[src/rtl/seq_multiplier.sv]
// Iterative shift-and-add multiplier: one partial product per cycle, signed or unsigned,
// with start/busy/done handshake and optional early exit once the multiplier runs out of ones.
module seq_multiplier #(
  parameter int WIDTH      = 32,
  parameter bit EARLY_TERM = 1'b0
) (
  input  logic                 clk,
  input  logic                 rst_n,
  input  logic                 start,
  input  logic                 signed_mode,
  input  logic [WIDTH-1:0]     a,
  input  logic [WIDTH-1:0]     b,
  output logic                 busy,
  output logic                 done,
  output logic [2*WIDTH-1:0]   product
);

  localparam int CW = $clog2(WIDTH + 1);
  localparam logic [CW-1:0] LAST_COUNT = CW'(WIDTH - 1);

  typedef enum logic [1:0] {IDLE, CALC, FINISH} state_t;

  state_t               state;
  state_t               state_next;
  logic [WIDTH-1:0]     a_reg;
  logic [2*WIDTH-1:0]   b_reg;
  logic [2*WIDTH-1:0]   acc;
  logic [CW-1:0]        count;
  logic                 neg;
  logic [WIDTH-1:0]     a_mag;
  logic [WIDTH-1:0]     b_mag;
  logic                 stop_early;

  // The most negative signed value negates to itself, which read unsigned is its magnitude.
  always_comb begin
    a_mag      = (signed_mode && a[WIDTH-1]) ? -a : a;
    b_mag      = (signed_mode && b[WIDTH-1]) ? -b : b;
    stop_early = EARLY_TERM && (a_reg == '0);
  end

  always_ff @(posedge clk or negedge rst_n) begin
    if (!rst_n) begin
      state <= IDLE;
    end else begin
      state <= state_next;
    end
  end

  always_comb begin
    state_next = state;
    case (state)
      IDLE:   if (start) state_next = CALC;
      CALC:   if (stop_early || count == LAST_COUNT) state_next = FINISH;
      FINISH: state_next = IDLE;
      default: state_next = IDLE;
    endcase
  end

  always_comb begin
    busy = (state != IDLE);
  end

  // Datapath: capture magnitudes, accumulate shifted multiplicand, apply sign at the end.
  always_ff @(posedge clk or negedge rst_n) begin
    if (!rst_n) begin
      a_reg   <= '0;
      b_reg   <= '0;
      acc     <= '0;
      count   <= '0;
      neg     <= 1'b0;
      done    <= 1'b0;
      product <= '0;
    end else begin
      done <= 1'b0;
      case (state)
        IDLE: begin
          if (start) begin
            a_reg <= a_mag;
            b_reg <= {{WIDTH{1'b0}}, b_mag};
            acc   <= '0;
            count <= '0;
            neg   <= signed_mode & (a[WIDTH-1] ^ b[WIDTH-1]);
          end
        end
        CALC: begin
          if (!stop_early) begin
            if (a_reg[0]) acc <= acc + b_reg;
            a_reg <= a_reg >> 1;
            b_reg <= b_reg << 1;
            count <= count + CW'(1);
          end
        end
        FINISH: begin
          product <= neg ? -acc : acc;
          done    <= 1'b1;
        end
        default: ;
      endcase
    end
  end

endmodule

[config.mk]
export PLATFORM = sky130hd
export DESIGN_NAME = seq_multiplier
export DESIGN_NICKNAME = d
export VERILOG_FILES = /design/src/rtl/seq_multiplier.sv
export SDC_FILE = /design/constraint.sdc
export NUM_CORES = 1
export LEC_CHECK = 0
export BUFFER_PORTS_ARGS = -buffer_cell sky130_fd_sc_hd__buf_4
export CAP_MARGIN = 30
export CORE_AREA = 2 2 161 163
export DETAILED_ROUTE_END_ITERATION = 10
export DIE_AREA = 0 0 163 165
export HOLD_SLACK_MARGIN = 0.15
export PLACE_DENSITY = 0.8
export SETUP_SLACK_MARGIN = 0.2
export SLEW_MARGIN = 10
export SYNTH_ARGS = -nofsm -noshare
export SYNTH_HDL_FRONTEND = slang
export SYNTH_SLANG_ARGS = --single-unit
[constraint.sdc]
create_clock -name clk -period 4.3 [get_ports clk]
set_input_delay 0.86 -clock clk [delete_from_list [all_inputs] [get_ports clk]]
set_output_delay 0.86 -clock clk [all_outputs]
set_load 0.05 [all_outputs]
### After elaboration in Yosys (flattened, before gate mapping)

Index checks and enable logic that the tools add are counted.

| storage, ports and cells | value |
|---|---|
| word-level logic and storage cells | 46 |
| flip-flop bits (word level) | 234 |
| output and inout bits | 66 |
| input bits | 68 |

| operators by class | value |
|---|---|
| equality and inequality tests | 6 |
| bitwise gates (word level) | 2 |
| add/subtract/negate cells | 5 |
| reductions and logical operators | 9 |
| mux-type cells | 16 |

Operators with widths:

| cell | number |
|---|---|
| 2-to-1 mux 64 bit | 4 |
| case mux 64 bit (2 select lines) | 2 |
| 2-to-1 mux 32 bit | 3 |
| adder 64 bit | 1 |
| negation 32 bit | 2 |
| negation 64 bit | 1 |
| case mux 32 bit (2 select lines) | 1 |
| case mux 6 bit (2 select lines) | 1 |
| adder 6 x 1 -> 6 bit (second input constant) | 1 |
| == test 6 x 5 -> 1 bit (second input constant) | 1 |
| 2-to-1 mux 6 bit | 1 |
| inequality test 2 bit (second input constant) | 3 |
| AND reduction 2 bit | 3 |
| 2-to-1 mux 2 bit | 2 |
| case mux 2 bit (2 select lines) | 1 |
| nonzero test 2 bit | 2 |
| AND reduction 3 bit | 1 |
| == test 2 x 1 -> 1 bit (second input constant) | 1 |
| == test 2 bit (second input constant) | 1 |
| logical AND 1 bit | 2 |
| zero test 2 bit | 1 |
| bitwise AND 1 bit | 1 |
| 2-to-1 mux 1 bit | 1 |
| XOR 1 bit | 1 |

### Depth between registers and ports, before layout

| depth | value |
|---|---|
| depth in word-level cells | 4 |
| gate-level depth with buffers | 13 |
| gate-level depth less buffers | 13 |

### Worst setup path after synthesis

OpenSTA, ideal clock, no wires.

| timing | value |
|---|---|
| kind | register -> register |
| start | register acc[14] |
| end | register product[57] |
| data required time | 4.173 ns |
| arrival | 3.107 ns |
| path buffers | 1 |
| cell stages (with the launch flop) | 11 |
| library setup time | 0.127 ns |
| clock period less this slack | 3.234 ns |
| setup slack | 1.066 ns |
| path through | dfrtp_1 -> or4_4 -> nor3_2 -> or3b_1 -> or2_1 -> or3_1 -> buf_2 -> or4_4 -> o31ai_2 -> xor2_1 -> o21ai_1 |

| between the ends | value |
|---|---|
| cells in the longest elaborated chain, start to end | 2 |

RTL lines:

| element | line | source |
|---|---|---|
| start: declaration | 27 | `logic [2*WIDTH-1:0] acc;` |
| start signal: assignment | 87 | `if (a_reg[0]) acc <= acc + b_reg;` |
| negation 64 bit | 94 | `product <= neg ? -acc : acc;` |
| 2-to-1 mux 64 bit | 94 |  |
| end signal: assignment | 94 |  |
| end: declaration | 15 | `output logic [2*WIDTH-1:0] product` |

Every way passes these cells.
A chain may end at the register's enable or synchronous reset.

### Final worst setup path

| timing | value |
|---|---|
| start | register acc[7] |
| end | register acc[63] |

| between the ends | value |
|---|---|
| cells in the longest elaborated chain, start to end | 3 |

RTL lines:

| element | line | source |
|---|---|---|
| adder 64 bit | 87 |  |
| 2-to-1 mux 64 bit | 87 |  |
| case mux 64 bit (2 select lines) | 75 | `case (state)` |

Every way passes these cells. The select of a mux whose other input is x is not followed.

==> flow_metrics.tcl <==
set metrics [dict create \
    critPathLaunchType "register" \
    tightest_slew_ns 0.838 \
    synth_area_per_cell_sq_um 8.48 \
    core_sq_um 25000 \
    worst_setup_path_end_kind "register" \
    swShare 0.438 \
    cts_resized 0 \
    relSlewSlack 0.441 \
    synth_cell_type_count 68 \
    die_h_microns 165 \
    dp_hpwl_microns 29300 \
    slew_violations 0 \
    antenna_found_initial 0 \
    crit_type "register to register" \
    clk_pin_slew_ns 0.06 \
    synth_fa_ha_area_frac 0.0573 \
    dp.cells 2154 \
    grt_max_degree 99 \
    switching_power_mw 4.77 \
    die_w_microns 163 \
    hp-class "input port to async pin" \
    hold_ws_ns 0.313 \
    finalPower_mw 10.9 \
    fin_setup_tns_ns 0 \
    h-tree-depth 1 \
    io_buffers 133 \
    p_clk_frac 0.202 \
    nets 1991 \
    outcome "complete, no violations" \
    grt_overflow_total 0 \
    cts_tree "done" \
    first_global_vias 12700 \
    setup_viol 0 \
    synthCells 1766 \
    grt_pass1_wl_microns 64700 \
    cts_buffer_depth 3 \
    async_reset_ff_frac 1.00 \
    crit_fanout 6 \
    clock_sinks 234 \
    finalHoldViolCount 0 \
    start_util 0.598 \
    cp_slowest_cell "or4b_2" \
    dr.pass1.iters 7 \
    finalCritPeriodShare 0.844 \
    synth_enable_flop_cells 0 \
    post_cts_buffers 0 \
    routed_wl_microns 39500 \
    internal_power_mw 6.12 \
    grt_use_total 0.298 \
    cp_common_cell "a21oi_1" \
    crit_buf_inv 0 \
    layout.area.seq_sq_um 5860 \
    gp_congestion 0.935 \
    synth_seq_cells 234 \
    critPathTopFamily "compound AO/OA/AOI/OAI gates" \
    drc 0 \
    final_layout_size_suffix_gt1_frac 0.117 \
    rows 58 \
    synth.area.mux_share 0.00134 \
    cp.required_ns 4.75 \
    p_leak_nw 7.66 \
    yosys.area_share.simple 0.167 \
    syn-num-nets 1902 \
    antenna_cells 0 \
    arrival_ns 4.08 \
    drv_cap 0 \
    cts_inserted_buffers 26 \
    ioPinCount 134 \
    dr.first_iter.drc_count 965 \
    yosys_most_used_dff "dfrtp_1" \
    cpPeakStageDelay_ns 0.61 \
    instances_no_fill 2204 \
    root_buffer "clkbuf_16" \
    power_frac_seq 0.333 \
    syn_to_final_growth_pct 14.4 \
    ys.warnings.count 0 \
    ant_nets 0 \
    fillers 2065 \
    multiInputGateArea_sq_um 8670 \
    synthXorXnorAreaFrac 0.102 \
    skew_ns 0.0102 \
    hold_buffers 0 \
    fin_crit_ns 3.63 \
    p_comb_frac 0.465 \
    peakVddDrop_mv 0.347 \
    vias 13600 \
    worstPathCellList "ha_1 > and4_1 > nand2_1 > a21oi_1 > o211ai_1 > a21oi_1 > a21bo_2 > or4b_2 > o31ai_1 > o2111ai_1 > a21oi_1" \
    insertion_delay_ns 0.54 \
    ys_seq_area_frac 0.391 \
    synth_compound_area_frac 0.249 \
    die-area_sq_um 26900 \
    rsz0062_at_grt "no" \
    synth_top_family_by_area "compound AO/OA/AOI/OAI gates" \
    routedWlPerCell_microns 17.9 \
    powerDensity_nw_per_um2 636 \
    vias_per_cell 6.17 \
    syn_area_sq_um 15000 \
    clock.fmax_mhz 276 \
]
## metal layers
layer,global-route usage,vias to the layer above,routed length [microns]
li1,-,6570,-
met1,0.423,6491,17900
met2,0.467,459,17600
met3,0.0610,69,3180
met4,0.0752,0,840
met5,0,-,0
## Yosys cell counts, types with 26 or more instances
cell type	count	share of area
a21o_1	37	0.019
o21ai_0	290	0.097
xnor2_1	73	0.043
nor2_1	73	0.018
ha_1	67	0.056
a22oi_1	59	0.030
dfrtp_1	234	0.39
nor3_1	34	0.011
a21oi_1	101	0.034
nand2_1	303	0.076
o31ai_1	36	0.018
clkbuf_1	79	0.020
nand3_1	26	0.0087
xor2_1	101	0.059
## cell families after synthesis
family                   count (synthesis)
multiplexers                             2
AND/OR/NAND/NOR                        554
adder cells (fa/ha/maj)                 68
flip-flops                             234
XOR/XNOR                               174
AO/OA/AOI/OAI                          618
buffers and inverters                  116
## power groups by stage
stage               Clock [mW]  Combinational [mW]  Sequential, mW
finish                    2.20                5.06            3.63
global route              2.32                5.66            3.71
CTS                       2.23                4.95            3.62
detailed placement           0                4.91            3.65
global placement             0                4.81            3.62
floorplan                    0                3.82            3.31
## final timing paths
path | from | end | slack (ns) | cells past startpoint
min reg2reg | product[10] | product[10] | 0.48 | 2
max in group asynchronous | rst_n | neg | 2.96 | 2
min | rst_n | b_reg[20] | 0.31 | 1
min in group clk | product[10] | product[10] | 0.48 | 2
max | acc[7] | acc[63] | 0.67 | 11
max reg2reg | acc[7] | acc[63] | 0.67 | 11
## per-stage QoR
stage | setup slack [ns] | instance area, sq um | util
floorplan | 1.07 | 15000 | -
global placement | 0.730 | 16200 | 0.645
detailed placement | 0.704 | 16200 | 0.648
CTS | 0.711 | 17100 | 0.682
global route | 0.479 | 17100 | 0.684
finish | 0.672 | 17100 | 0.684
## area by class of cell
class	count	share of cell area
multi-input cells	1416	0.506
flip-flops and latches	234	0.342
repair buffers	153	0.0725
clock buffers	37	0.0446
well taps	330	0.0241
clock inverters	10	0.00490
inverters	24	0.00526
## cell usage in the layout (no fill, tap or decap), types with 6 or more instances in the layout
cell type  Yosys  routed
nand2_1      303     303
o21ai_0      290     290
dfrtp_1      234     233
buf_4          0     146
a21oi_1      101     101
xor2_1       101     101
xnor2_1       73      73
nor2_1        73      71
ha_1          67      67
a22oi_1       59      59
a21o_1        37      37
o31ai_1       36      36
nor3_1        34      34
clkbuf_16      0      27
nand3_1       26      26
inv_1         24      24
nand4_1       24      24
or3_1         15      15
o41ai_1       12      12
nor2b_1       12      11
nor4_1        10      10
a31oi_1       10      10
o21bai_1      10      10
or4_1          9       9
and2_1         9       9
and3_1         9       9
nand2b_1       9       8
o21a_1         8       8
a211oi_1       7       7
a221o_1        6       6
clkinv_2       0       6
Note: power is estimated with default switching activity, not from simulation.
